File: config.mk
export PLATFORM = sky130hd
export DESIGN_NAME = fifo_read_stream
export DESIGN_NICKNAME = d
export VERILOG_FILES = /design/src/rtl/fifo_stream_pkg.sv /design/src/rtl/stream_skid_buffer.sv /design/src/rtl/fifo_read_stream.sv
export SDC_FILE = /design/constraint.sdc
export NUM_CORES = 1
export LEC_CHECK = 0
export CAP_MARGIN = 20
export CORE_ASPECT_RATIO = 1.1
export CORE_MARGIN = 1.5
export CORE_UTILIZATION = 40
export CTS_BUF_LIST = sky130_fd_sc_hd__clkbuf_2 sky130_fd_sc_hd__clkbuf_4 sky130_fd_sc_hd__clkbuf_8
export DETAILED_ROUTE_END_ITERATION = 8
export HOLD_SLACK_MARGIN = 0.02
export PLACE_DENSITY = 0.72
export SYNTH_ARGS = -nofsm -noshare
export SYNTH_HDL_FRONTEND = slang
export SYNTH_HIERARCHICAL = 1
export SYNTH_SLANG_ARGS = --single-unit
File: constraint.sdc
create_clock -name read_clk -period 2.2 [get_ports read_clk]
set_input_delay 0.44 -clock read_clk [delete_from_list [all_inputs] [get_ports read_clk]]
set_output_delay 0.44 -clock read_clk [all_outputs]
set_load 0.03 [all_outputs]
File: src/rtl/fifo_stream_pkg.sv
// Shared defaults and occupancy encoding for the FIFO read-side stream adapter.
package fifo_stream_pkg;
    localparam int DEFAULT_DATA_WIDTH  = 8;
    localparam int DEFAULT_COUNT_WIDTH = 16;

    typedef enum logic [1:0] {
        OCC_EMPTY = 2'd0,
        OCC_ONE   = 2'd1,
        OCC_TWO   = 2'd2
    } occ_state_t;
endpackage

File: src/rtl/stream_skid_buffer.sv
// Two-entry register buffer: head is always the oldest word, tail holds the second.
module stream_skid_buffer
    import fifo_stream_pkg::*;
#(
    parameter int DATA_WIDTH = DEFAULT_DATA_WIDTH
) (
    input  logic                  clk,
    input  logic                  rst,
    input  logic                  push,
    input  logic [DATA_WIDTH-1:0] push_data,
    input  logic                  pop,
    output logic                  valid,
    output logic [DATA_WIDTH-1:0] head_data,
    output logic [1:0]            occupancy
);
    occ_state_t            state;
    logic [DATA_WIDTH-1:0] head_q;
    logic [DATA_WIDTH-1:0] tail_q;

    always_ff @(posedge clk or posedge rst) begin
        if (rst) begin
            state  <= OCC_EMPTY;
            head_q <= '0;
            tail_q <= '0;
        end else begin
            case (state)
                OCC_EMPTY: begin
                    if (push) begin
                        head_q <= push_data;
                        state  <= OCC_ONE;
                    end
                end
                OCC_ONE: begin
                    case ({push, pop})
                        2'b11: head_q <= push_data;
                        2'b10: begin
                            tail_q <= push_data;
                            state  <= OCC_TWO;
                        end
                        2'b01: state <= OCC_EMPTY;
                        default: ;
                    endcase
                end
                OCC_TWO: begin
                    if (pop) begin
                        head_q <= tail_q;
                        if (push) tail_q <= push_data;
                        else      state  <= OCC_ONE;
                    end
                end
                default: state <= OCC_EMPTY;
            endcase
        end
    end

    // A push into a full buffer without a simultaneous pop would lose a word.
    assert property (@(posedge clk) disable iff (rst) !(push && !pop && state == OCC_TWO))
        else $error("stream_skid_buffer overflow");

    assign valid     = (state != OCC_EMPTY);
    assign head_data = head_q;
    assign occupancy = state;
endmodule

File: src/rtl/fifo_read_stream.sv
// Turns the FIFO registered-read port into a first-word-fall-through valid/ready stream.
module fifo_read_stream
    import fifo_stream_pkg::*;
#(
    parameter int DATA_WIDTH  = DEFAULT_DATA_WIDTH,
    parameter int COUNT_WIDTH = DEFAULT_COUNT_WIDTH
) (
    input  logic                   read_clk,
    input  logic                   read_rst,
    input  logic                   fifo_empty,
    input  logic [DATA_WIDTH-1:0]  fifo_read_data,
    output logic                   fifo_read_enable,
    output logic                   out_valid,
    output logic [DATA_WIDTH-1:0]  out_data,
    input  logic                   out_ready,
    output logic [1:0]             occupancy,
    output logic [COUNT_WIDTH-1:0] word_count
);
    logic       inflight;
    logic       pop;
    logic [2:0] committed;
    logic [2:0] limit;

    assign pop = out_valid & out_ready;

    // occupancy + inflight - pop < 2, rearranged to avoid an unsigned subtraction.
    assign committed        = {1'b0, occupancy} + {2'b00, inflight};
    assign limit            = 3'd2 + {2'b00, pop};
    assign fifo_read_enable = !read_rst && !fifo_empty && (committed < limit);

    always_ff @(posedge read_clk or posedge read_rst) begin
        if (read_rst) begin
            inflight   <= 1'b0;
            word_count <= '0;
        end else begin
            inflight <= fifo_read_enable;
            if (pop) word_count <= word_count + 1'b1;
        end
    end

    stream_skid_buffer #(
        .DATA_WIDTH (DATA_WIDTH)
    ) u_buffer (
        .clk       (read_clk),
        .rst       (read_rst),
        .push      (inflight),
        .push_data (fifo_read_data),
        .pop       (pop),
        .valid     (out_valid),
        .head_data (out_data),
        .occupancy (occupancy)
    );
endmodule

## Yosys cells after proc, flatten, opt, wreduce, memory -nomap -nowiden

Index checks and enable logic that the tools add are counted.

| word-level totals | value |
|---|---|
| register bits | 35 |
| input port bits | 12 |
| logic and storage cells | 45 |

| cells by class | value |
|---|---|
| add/sub/neg operators | 3 |
| magnitude comparators | 1 |
| equality and inequality tests | 12 |
| mux-type cells | 12 |
| bitwise logic cells | 1 |
| reductions and logical operators | 11 |

Operators with widths:

| kind | count |
|---|---|
| 2-to-1 mux 8 bit | 5 |
| one-hot mux 8 bit (3 select lines) | 1 |
| adder 16 x 1 -> 16 bit (second input constant) | 1 |
| one-hot mux 8 bit (2 select lines) | 1 |
| AND reduction 4 bit | 3 |
| != test 2 bit (second input constant) | 5 |
| equality test 2 bit (second input constant) | 3 |
| 2-to-1 mux 2 bit | 3 |
| one-hot mux 2 bit (3 select lines) | 1 |
| equality test 2 x 1 -> 1 bit (second input constant) | 2 |
| one-hot mux 2 bit (2 select lines) | 1 |
| nonzero test 2 bit | 2 |
| adder 2 x 1 -> 3 bit | 1 |
| adder 2 x 1 -> 3 bit (first input constant) | 1 |
| less-than comparator 3 bit | 1 |
| != test 3 x 2 -> 1 bit (second input constant) | 1 |
| nonzero test 3 bit | 1 |
| logical AND 1 bit | 2 |
| logical NOT 1 bit | 2 |
| logical NOT 2 bit | 1 |
| != test 2 x 1 -> 1 bit (second input constant) | 1 |
| bitwise AND 1 bit | 1 |

## Longest topological paths before layout

Gate-level depths: netlist of the first run.

| depth | value |
|---|---|
| depth in word-level cells | 5 |
| mapped depth | 9 |
| depth with buffers taken out | 8 |

## By module

The synthesis of the first run kept the hierarchy.

Modules (own cells, without submodules):

| module | times used | cells each | area an instance (µm²) | sequential area each (µm²) |
|---|---|---|---|---|
| stream_skid_buffer | 1 | 66 | 991.0 | 450.4 |
| fifo_read_stream | 1 | 62 | 784.5 | 425.4 |

## Worst setup path after synthesis of the first run

Ideal clock, no wire load.

| path | value |
|---|---|
| path type | reg-to-output |
| start point | reg u_buffer.state[0], in the netlist u_buffer/occupancy[0] |
| end point | out fifo_read_enable |
| arrival | 2387 ps |
| required time | 1760 ps |
| setup slack | -627 ps |
| cell stages (with the launch flop) | 6 |
| path through | dfrtp_1 buf_6 or2_2 nand2_1 o21ai_0 nor4b_1 |

| between the ends | value |
|---|---|
| cells in the longest elaborated chain, start to end | 5 |
| elaborated cells between the ends (all ways) | 6 |
| those cells by class | add/sub: 2; order compare: 1; bitwise: 1; reduce/logical: 2 |

RTL lines:

| item | line | RTL |
|---|---|---|
| start: declaration | stream_skid_buffer.sv:16 | `occ_state_t state;` |
| start signal: assignment | stream_skid_buffer.sv:22 | `state <= OCC_EMPTY;` |
| start signal: assignment | stream_skid_buffer.sv:30 | `state <= OCC_ONE;` |
| start signal: assignment | stream_skid_buffer.sv:38 | `state <= OCC_TWO;` |
| nonzero test 2 bit | stream_skid_buffer.sv:60 | `assign valid = (state != OCC_EMPTY);` |
| named net out_valid | fifo_read_stream.sv:13 | `output logic out_valid,` |
| bitwise AND 1 bit | fifo_read_stream.sv:24 | `assign pop = out_valid & out_ready;` |
| adder 2 x 1 -> 3 bit | fifo_read_stream.sv:28 | `assign limit = 3'd2 + {2'b00, pop};` |
| less-than comparator 3 bit | fifo_read_stream.sv:29 | `assign fifo_read_enable = !read_rst && !fifo_empty && (committed < limit);` |
| logical AND 1 bit | fifo_read_stream.sv:29 |  |
| end: declaration | fifo_read_stream.sv:12 | `output logic fifo_read_enable,` |

The timed path passes the listed nets, and every way through them passes these cells.

## Final worst setup path of the first run

| path | value |
|---|---|
| start point | reg u_buffer.state[0], in the netlist u_buffer/occupancy[0] |
| end point | out fifo_read_enable |

| between the ends | value |
|---|---|
| cells in the longest elaborated chain, start to end | 5 |
| elaborated cells between the ends (all ways) | 6 |
| those cells by class | add/sub: 2; order compare: 1; bitwise: 1; reduce/logical: 2 |

RTL lines:

| item | line |
|---|---|
| nonzero test 2 bit | stream_skid_buffer.sv:60 |
| bitwise AND 1 bit | fifo_read_stream.sv:24 |
| adder 2 x 1 -> 3 bit | fifo_read_stream.sv:28 |
| less-than comparator 3 bit (*) | fifo_read_stream.sv:29 |
| logical AND 1 bit (*) | fifo_read_stream.sv:29 |

Mark *: on every way between the ends. The rest lies on a longest branch, timed or not.

==> results of run 1 <==
stage by stage:
stage | util, % | setup slack, ps
final | 55.3 | 55.1
after CTS | 55.2 | 10.8
after floorplan | - | 39.4
after global placement | 52.1 | 99.1
after global routing | 55.3 | 1.23
after detailed placement | 52.1 | -11.4
logic make-up after synthesis:
logic type | after synthesis
buffers and inverters | 9
multiplexers | 27
flip-flops | 35
AO/OA/AOI/OAI | 5
adder cells (fa/ha/maj) | 6
AND/OR/NAND/NOR | 31
XOR/XNOR | 15
placed cells by master, fill, tap and decap left out, types with 3 or more instances in the layout:
master / instances
buf_4: 5
clkbuf_8: 7
dfrtp_1: 32
clkdlybuf4s50_1: 38
nand3_1: 5
xnor2_1: 13
mux2_2: 8
dfrtp_2: 3
ha_1: 5
inv_1: 6
nand2_1: 8
mux2_4: 16
worst min path at each step:
stage	startpoint	to
2_1_floorplan	read_rst	inflight
3_3_place_gp	word_count[15]	word_count[15]
3_5_place_dp	word_count[15]	word_count[15]
4_1_cts	word_count[15]	word_count[15]
5_1_grt	word_count[15]	word_count[15]
6_report	word_count[15]	word_count[15]
routing by layer:
layer  global-route usage, %  vias to the layer above  share of wire [%]
met4                    6.12                        0                1.5
met2                    26.9                       27                 54
met1                    18.8                      565                 41
met3                    3.86                        5                3.7
met5                       0                        -                  0
li1                        -                      537                  -
sequential cells by signal, summed over array words and instances (netlist names):
signal and flops:
word_count 16, u_buffer/head_data 8, u_buffer/tail_q 8, u_buffer/occupancy 2, inflight 1
power breakdown:
group          total [uW]  internal [uW]  switching (uW)
clock network         514            298             216
logic                1440            739             696
registers            1060            867             188
total                3010           1900            1100
layout make-up:
cell class / count / area, sq um / area share (%)
timing repair buffer: 44 / 429 / 18.1
tap: 54 / 67.6 / 2.85
multi-input combinational: 84 / 866 / 36.6
sequential: 35 / 880 / 37.1
inverter: 6 / 22.5 / 0.951
clock buffer: 8 / 104 / 4.38
what timing repair did:
action / 4_1_cts / 5_1_grt
setup buffers: 2 / 0
gates resized for setup: 4 / 1
setup endpoints to repair: 1 / 1
critical path: cells and delay by family, from the launching register on:
family | cells | cell delay, ps
AO/OA/AOI/OAI | 1 | 90
buffers and inverters | 1 | 180
flip-flops | 1 | 410
adder cells (fa/ha/maj) | 2 | 450
AND/OR/NAND/NOR | 1 | 300
==> impl_metrics.toml, run 1 <==
[synthesis]
netlist_area_sq_um = 1780
yosys.area_share.simple_pct = 12.4
synth_top_family_by_area = "multiplexers"
synth_top_area_share_pct = 49.3
synth.distinct_cells = 29
yosysSeqAreaShare_pct = 49.3
ys_ff_latch = 35
async_flop_share_pct = 100
synth_compound_area_share_pct = 3.03
synth_most_common_cell = "dfrtp_1"
yosysTopAreaCell = "dfrtp_1"
yosys_warnings = 6
avgSynthCellArea_sq_um = 13.9
synth_fa_ha_area_share_pct = 4.23
synthXorXnorAreaFrac_pct = 7.40
synth_fp_nets = 146
synth_ff_type = "dfrtp_1"
synthTopCellsByCount = "dfrtp_1 (35), mux2_4 (16), xnor2_1 (13), nand2_1 (9), mux2_2 (8)"
synth_mux_area_share_pct = 20.4
synth_area_leaders = "dfrtp_1 (49%), mux2_4 (14%), xnor2_1 (6.4%)"
synth_edf_count = 0
synthCells = 128

[sta]
finClkSkew_ps = 2.88
slew_headroom_pct = 53.8
hold_viol = 0
finalSetupTns_ps = 0
worstMarginPinSlew_ps = 692
fmax_ghz = 0.466
timing.hold.ws_ps = 485
slew_violations = 0
rsz0062_at_grt = "false"
fin_crit_sh_pct = 97.5
min_period_ps = 2140
setup_viol = 0

[detailed_routing]
drt_iter0_drc = 19
drt-pass1-iter-count = 4
vias = 1134
vias_per_cell = 4.91
ant_nets = 0
drc = 0
wl_per_cell_microns = 14.7
routed_wl_microns = 3400

[clock_network]
cts_num_sinks = 35
cts_made_buffers = 5
cts_buffer_depth = 2
htree_num_levels = 2
root_buffer = "clkbuf_8"
tritoncts = "yes"
clkTransAtPathRegs_ps = 70
hold_buffers = 0
clock_latency_ps = 280

[global_route]
grt_pass1_vias = 1208
grt_overflow_total = 0
grt_pass1_wl_microns = 5720
antenna_found_initial = 0
grt_max_degree = 19
grt_usage_pct = 15.7

[die]
dieWidth_microns = 66.5
fp.dieH_microns = 72.9
io_pins = 40
start_util_pct = 41.4
std_cell_rows = 25
die-area_sq_um = 4850
core_region_area_sq_um = 4290

[place]
dp_hpwl_microns = 2540
dpl.cell_count = 221
io_buffers = 39
routabilityCongestion = 0.745
post_dp_cell_area_sq_um = 2230

[setup_path]
cp_max_fo = 2
end_kind = "output port"
worstReg2RegEnd = "u_buffer/tail_q[6]"
crit_path_start = "u_buffer/occupancy[0]"
rr_worst_depth = 9
cp-endpoint = "fifo_read_enable"
crit_type = "register to output port"
rr_startpoint = "u_buffer/occupancy[0]"
required_ps = 1760
regToRegSetupSlack_ps = 190
max_stage_delay_ps = 410
arrival_ps = 1700
worst_setup_path_start_kind = "register"
critPathSlowestCell = "dfrtp_2"
crit_chain = "ha_2, ha_1, o21ai_1, nor4b_4, buf_6"

[status]
outcome = "complete, no violations"

[final_layout]
syn2layout_area_growth_pct = 33.4
fill_cells = 343
drive_gt1_share_pct = 29.4
num_antenna_cells = 0
finalInstanceArea_sq_um = 2370
fin_cells = 231
fin_nets = 194

[hold_path]
hold_class = "register to register"
hold_depth = 1

[pwr]
peakVddDrop_v = 0.000812
power_density_nw_per_um2 = 1270
power.total_uw = 3010
p_leak_uw = 0.00103

[job]
cap_violations = 0
No activity file was read; power rests on OpenSTA's default activity.
==> inputs of run 2 (changes only) <==
--- a/config.mk
+++ b/config.mk
@@ -5,6 +5,7 @@
 export SDC_FILE = /design/constraint.sdc
 export NUM_CORES = 1
 export LEC_CHECK = 0
+export ABC_CLOCK_PERIOD_IN_PS = 2200
 export CAP_MARGIN = 20
 export CORE_ASPECT_RATIO = 1.1
 export CORE_MARGIN = 1.5
==> results of run 2 <==
Final layout, timing and power as in run 1 (identical DEF).
